File: src/rtl/program_loader.sv
// Byte-stream program loader: writes a length-prefixed program into CPU memory,
// verifies a trailing 8-bit additive checksum, and releases the CPU from reset.
module program_loader #(
  parameter int DEPTH = 32
) (
  input  logic                       clk,
  input  logic                       rst,
  input  logic                       start,
  input  logic [5:0]                 load_len,
  input  logic                       in_valid,
  input  logic [7:0]                 in_data,
  output logic                       in_ready,
  output logic                       mem_wr,
  output logic [$clog2(DEPTH)-1:0]   mem_addr,
  output logic [7:0]                 mem_din,
  output logic                       cpu_rst_n,
  output logic                       busy,
  output logic                       done,
  output logic                       err
);

  localparam int AW     = $clog2(DEPTH);
  localparam int DATA_W = 8;
  localparam int LEN_W  = 6;

  typedef enum logic [2:0] {
    S_IDLE,
    S_LOAD,
    S_CHECK,
    S_RUN,
    S_ERROR
  } state_t;

  state_t              r_state;
  state_t              w_state_nxt;

  logic [LEN_W-1:0]    r_cnt;
  logic [LEN_W-1:0]    r_len;
  logic [DATA_W-1:0]   r_sum;
  logic                r_mem_wr;
  logic [AW-1:0]       r_mem_addr;
  logic [DATA_W-1:0]   r_mem_din;
  logic                r_cpu_rst_n;
  logic                r_done;
  logic                r_err;

  logic                w_accept;
  logic                w_len_ok;
  logic                w_can_start;
  logic                w_last_byte;
  logic                w_chk_ok;

  // Checksum accumulates modulo 256; the carry out is intentionally dropped.
  function automatic logic [DATA_W-1:0] f_sum_wrap(input logic [DATA_W-1:0] a,
                                                   input logic [DATA_W-1:0] b);
    logic [DATA_W:0] t;
    t = {1'b0, a} + {1'b0, b};
    return t[DATA_W-1:0];
  endfunction

  assign in_ready    = (r_state == S_LOAD) || (r_state == S_CHECK);
  assign busy        = in_ready;
  assign w_accept    = in_valid && in_ready;
  assign w_len_ok    = (load_len != '0) && (int'(load_len) <= DEPTH);
  assign w_can_start = (r_state == S_IDLE) || (r_state == S_RUN) || (r_state == S_ERROR);
  assign w_last_byte = ((r_cnt + 6'd1) == r_len);
  assign w_chk_ok    = (in_data == r_sum);

  always_ff @(posedge clk or negedge rst) begin
    if (!rst) begin
      r_state <= S_IDLE;
    end else begin
      r_state <= w_state_nxt;
    end
  end

  always_comb begin
    w_state_nxt = r_state;
    case (r_state)
      S_IDLE, S_RUN, S_ERROR: begin
        if (start) w_state_nxt = w_len_ok ? S_LOAD : S_ERROR;
      end
      S_LOAD: begin
        if (w_accept && w_last_byte) w_state_nxt = S_CHECK;
      end
      S_CHECK: begin
        if (w_accept) w_state_nxt = w_chk_ok ? S_RUN : S_ERROR;
      end
      default: w_state_nxt = S_IDLE;
    endcase
  end

  // Registered outputs follow the next state so cpu_rst_n drops on the LOAD entry edge.
  always_ff @(posedge clk or negedge rst) begin
    if (!rst) begin
      r_cnt       <= '0;
      r_len       <= '0;
      r_sum       <= '0;
      r_mem_wr    <= 1'b0;
      r_mem_addr  <= '0;
      r_mem_din   <= '0;
      r_cpu_rst_n <= 1'b0;
      r_done      <= 1'b0;
      r_err       <= 1'b0;
    end else begin
      r_mem_wr    <= 1'b0;
      r_done      <= 1'b0;
      r_cpu_rst_n <= (w_state_nxt == S_RUN);
      r_err       <= (w_state_nxt == S_ERROR);
      if (w_can_start && start && w_len_ok) begin
        r_cnt <= '0;
        r_sum <= '0;
        r_len <= load_len;
      end
      if ((r_state == S_LOAD) && w_accept) begin
        r_mem_wr   <= 1'b1;
        r_mem_addr <= r_cnt[AW-1:0];
        r_mem_din  <= in_data;
        r_cnt      <= r_cnt + 6'd1;
        r_sum      <= f_sum_wrap(r_sum, in_data);
      end
      if ((r_state == S_CHECK) && w_accept && w_chk_ok) begin
        r_done <= 1'b1;
      end
    end
  end

  assign mem_wr    = r_mem_wr;
  assign mem_addr  = r_mem_addr;
  assign mem_din   = r_mem_din;
  assign cpu_rst_n = r_cpu_rst_n;
  assign done      = r_done;
  assign err       = r_err;

endmodule

File: config.mk
export PLATFORM = sky130hd
export DESIGN_NAME = program_loader
export DESIGN_NICKNAME = d
export VERILOG_FILES = /design/src/rtl/program_loader.sv
export SDC_FILE = /design/constraint.sdc
export NUM_CORES = 1
export LEC_CHECK = 0
export CORE_MARGIN = 5
export CORE_UTILIZATION = 50
export CTS_BUF_LIST = sky130_fd_sc_hd__clkbuf_16
export DETAILED_ROUTE_END_ITERATION = 7
export HOLD_SLACK_MARGIN = 0.06
export PLACE_DENSITY = 0.73
export SKIP_LAST_GASP = 1
export SYNTH_ARGS = -nofsm -noshare
export SYNTH_HDL_FRONTEND = slang
export SYNTH_SLANG_ARGS = --single-unit
File: constraint.sdc
create_clock -name clk -period 2.4 [get_ports clk]
set_input_delay 0.24 -clock clk [delete_from_list [all_inputs] [get_ports clk]]
set_output_delay 0.24 -clock clk [all_outputs]
set_load 0.01 [all_outputs]
==> impl_metrics.json <==
{
  "io_pins": 37,
  "crit_type": "primary input to flop",
  "drtAntennaViolNets": 0,
  "avgRoutedWirePerCell_um": 14.84,
  "grt_setup_unrepaired": "false",
  "worst_slew_pin_slew_ps": 876.5,
  "grt_max_degree": 41,
  "met3_usage": 0.03958,
  "routed_wl_um": 4720,
  "die_x_um": 75.78,
  "path_clk_slew_ps": 60,
  "cts-root-buf": "clkbuf_16",
  "tns_ps": 0,
  "overflow": 0,
  "die_area_sq_um": 5742,
  "synth_top_area_share": 0.4627,
  "area_growth_syn_to_layout_pct": 26.43,
  "arrival_ps": 2250,
  "grtUsageMet2": 0.2899,
  "cts_resized": 0,
  "avgSynthCellArea_sq_um": 9.530,
  "cp-start-kind": "primary input",
  "place_congestion": 0.7868,
  "synthTopCellsByArea": "dfrtp_1, nand2_1, ha_1",
  "peakVddDrop_uv": 595.6,
  "ys_ff_latch": 40,
  "vias": 1759,
  "slowest_stage": "clkdlybuf4s50_1",
  "max_freq_mhz": 480.4,
  "pwr-share-clk": 0.236,
  "final_core_util": 0.6414,
  "switchingPower_mw": 1.108,
  "relSlewSlack": 0.4157,
  "antenna_found_initial": 0,
  "synth_edf_count": 0,
  "seq_area_frac_synth": 0.4627,
  "post-dp-hpwl_um": 3237,
  "hold_viol": 0,
  "crit_path_max_incr_delay_ps": 420,
  "grt_pass1_wl_um": 7935,
  "coreArea_sq_um": 4264,
  "drv_cap": 0,
  "worstPathCellList": "clkdlybuf4s50_1 > ha_1 > and2_1 > a221oi_1 > nand4b_1 > and4_1 > a211o_1",
  "grt.busiest_layer": "met2",
  "setup_violations": 0,
  "cts_setup_buffers": 0,
  "hold_buffers": 0,
  "io_buffers": 36,
  "netlist_area_sq_um": 2163,
  "status": "completed",
  "whs_ps": 71.83,
  "cts.sinks": 40,
  "seqCellArea_sq_um": 1001,
  "grtUsageTotal": 0.1828,
  "route.detailed.drc": 0,
  "critPathTopFamily": "compound AO/OA/AOI/OAI gates",
  "die_h_um": 75.78,
  "drive_gt1_frac": 0.09023,
  "endpoint_kind": "flop",
  "fin_ws_ps": 318.4,
  "dp_slack_ps": 59.48,
  "drt_first_pass_iters": 4,
  "worstHoldPathType": "primary input to async pin",
  "clock_latency_ps": 280,
  "antennaDiodeCount": 0,
  "grtUsageMet1": 0.2481,
  "fin_skew_ps": 3.473,
  "synthCells": 227,
  "synth_ff_type": "dfrtp_1",
  "yosys.area.top_type": "dfrtp_1",
  "p_seq_frac": 0.348,
  "numCtsBuffers": 5,
  "p_comb_frac": 0.416,
  "mappedNetlistNets": 254,
  "total_power_mw": 3.184,
  "power_density_nw_per_um2": 1164,
  "clockBufferDepth": 2,
  "slew_viol_final": 0,
  "ys_types": 47,
  "p_leak_nw": 1.268,
  "required_ps": 2570,
  "fillers": 350,
  "p_int_mw": 2.076,
  "initial_utilization": 0.5073,
  "fin_crit_sh": 0.8674,
  "multi_input_area_sq_um": 1105,
  "min_period_ps": 2082,
  "critPathBufInv": 1,
  "async_reset_ff_frac": 1.000,
  "first_iter_violations": 83,
  "vias_per_cell": 5.531,
  "crit_fanout": 5,
  "cts_tree": "done",
  "synth_warnings": 0,
  "h-tree-depth": 2,
  "nNetsFinal": 292,
  "first_global_vias": 1666,
  "sw_frac_of_total": 0.3480,
  "std_cell_rows": 24
}
## metrics by stage
step / cell area [sq um] / std cells
finish: 2735 / 318
global route: 2735 / 318
CTS: 2735 / 318
detailed placement: 2567 / 310
global placement: 2567 / 310
floorplan: 2163 / 227
## path summary, 6_finish.rpt
path | cells after the start | slack [ps] | endpoint | start
worst max-delay path | 7 | 320 | r_sum[7] | in_data[4]
worst min-delay path | 1 | 70 | mem_addr[2] | rst
worst max register to register | 6 | 360 | r_sum[7] | r_sum[4]
worst min register to register | 2 | 470 | mem_addr[4] | mem_addr[4]
max in group asynchronous | 1 | 1770 | mem_din[7] | rst
min in group clk | 2 | 470 | mem_addr[4] | mem_addr[4]
## layout make-up
type	count	share of cell area
timing repair buffer	40	0.1409
clock inverter	3	0.01555
multi-input combinational	175	0.4039
inverter	3	0.004117
tap	52	0.02379
clock buffer	5	0.04575
sequential	40	0.3660
## Yosys cell counts, types with 2 or more instances
| master | instances |
|---|---|
| nand2_1 | 58 |
| dfrtp_1 | 40 |
| o21ai_0 | 15 |
| a21oi_1 | 10 |
| nor2_1 | 9 |
| ha_1 | 8 |
| xnor2_1 | 8 |
| clkbuf_1 | 6 |
| nand3_1 | 6 |
| a21o_1 | 5 |
| mux2_4 | 5 |
| nor2b_1 | 4 |
| xor2_1 | 4 |
| inv_1 | 3 |
| nand2b_1 | 3 |
| o22ai_1 | 3 |
| a22oi_1 | 2 |
| and3_1 | 2 |
| and4_1 | 2 |
| nand4b_1 | 2 |
| nor3_1 | 2 |
| nor3b_1 | 2 |
| nor4_1 | 2 |
| o211ai_1 | 2 |
| o31ai_1 | 2 |
## state kept, by name, summed over array words and instances (netlist names)
signal	cells
r_state	3
mem_addr	5
r_len	6
err	1
mem_din	8
r_sum	8
cpu_rst_n	1
mem_wr	1
r_cnt	6
done	1
## power groups by stage
| stage | registers (mW) | logic [mW] | clock network, mW |
|---|---|---|---|
| final | 1.11 | 1.32 | 0.752 |
| after global routing | 1.15 | 1.48 | 0.790 |
| after CTS | 1.11 | 1.34 | 0.768 |
| after detailed placement | 1.12 | 1.32 | 0 |
| after global placement | 1.11 | 1.29 | 0 |
| after floorplan | 1.10 | 0.855 | 0 |
## cell families after synthesis
family | Yosys count | synth area share
buf+inv | 12 | 0.02660
fa+ha+maj | 9 | 0.05553
compound gates | 48 | 0.1411
xor+xnor | 13 | 0.05899
mux | 6 | 0.03991
flops | 40 | 0.4627
simple gates | 99 | 0.2152
## routing by layer
metal,up-vias,part of all wire
met5,-,0
met3,5,0.051
met2,39,0.49
met1,847,0.45
li1,868,-
met4,0,0.014
## cells in the final DEF, fill, tap and decap left out, types with 3 or more instances in the layout
| cell type | synthesis | routed |
|---|---|---|
| xor2_1 | 4 | 4 |
| nor2b_1 | 4 | 4 |
| o22ai_1 | 3 | 3 |
| a21oi_1 | 10 | 10 |
| a21o_1 | 5 | 5 |
| nand3_1 | 6 | 6 |
| dfrtp_1 | 40 | 40 |
| buf_4 | 1 | 4 |
| mux2_4 | 5 | 5 |
| nand2_1 | 58 | 58 |
| clkdlybuf4s50_1 | 0 | 35 |
| clkbuf_16 | 0 | 5 |
| nand2b_1 | 3 | 3 |
| inv_1 | 3 | 3 |
| xnor2_1 | 8 | 8 |
| nor2_1 | 9 | 9 |
| o21ai_0 | 15 | 15 |
| ha_1 | 8 | 8 |
Note: power is estimated with default switching activity, not from simulation.
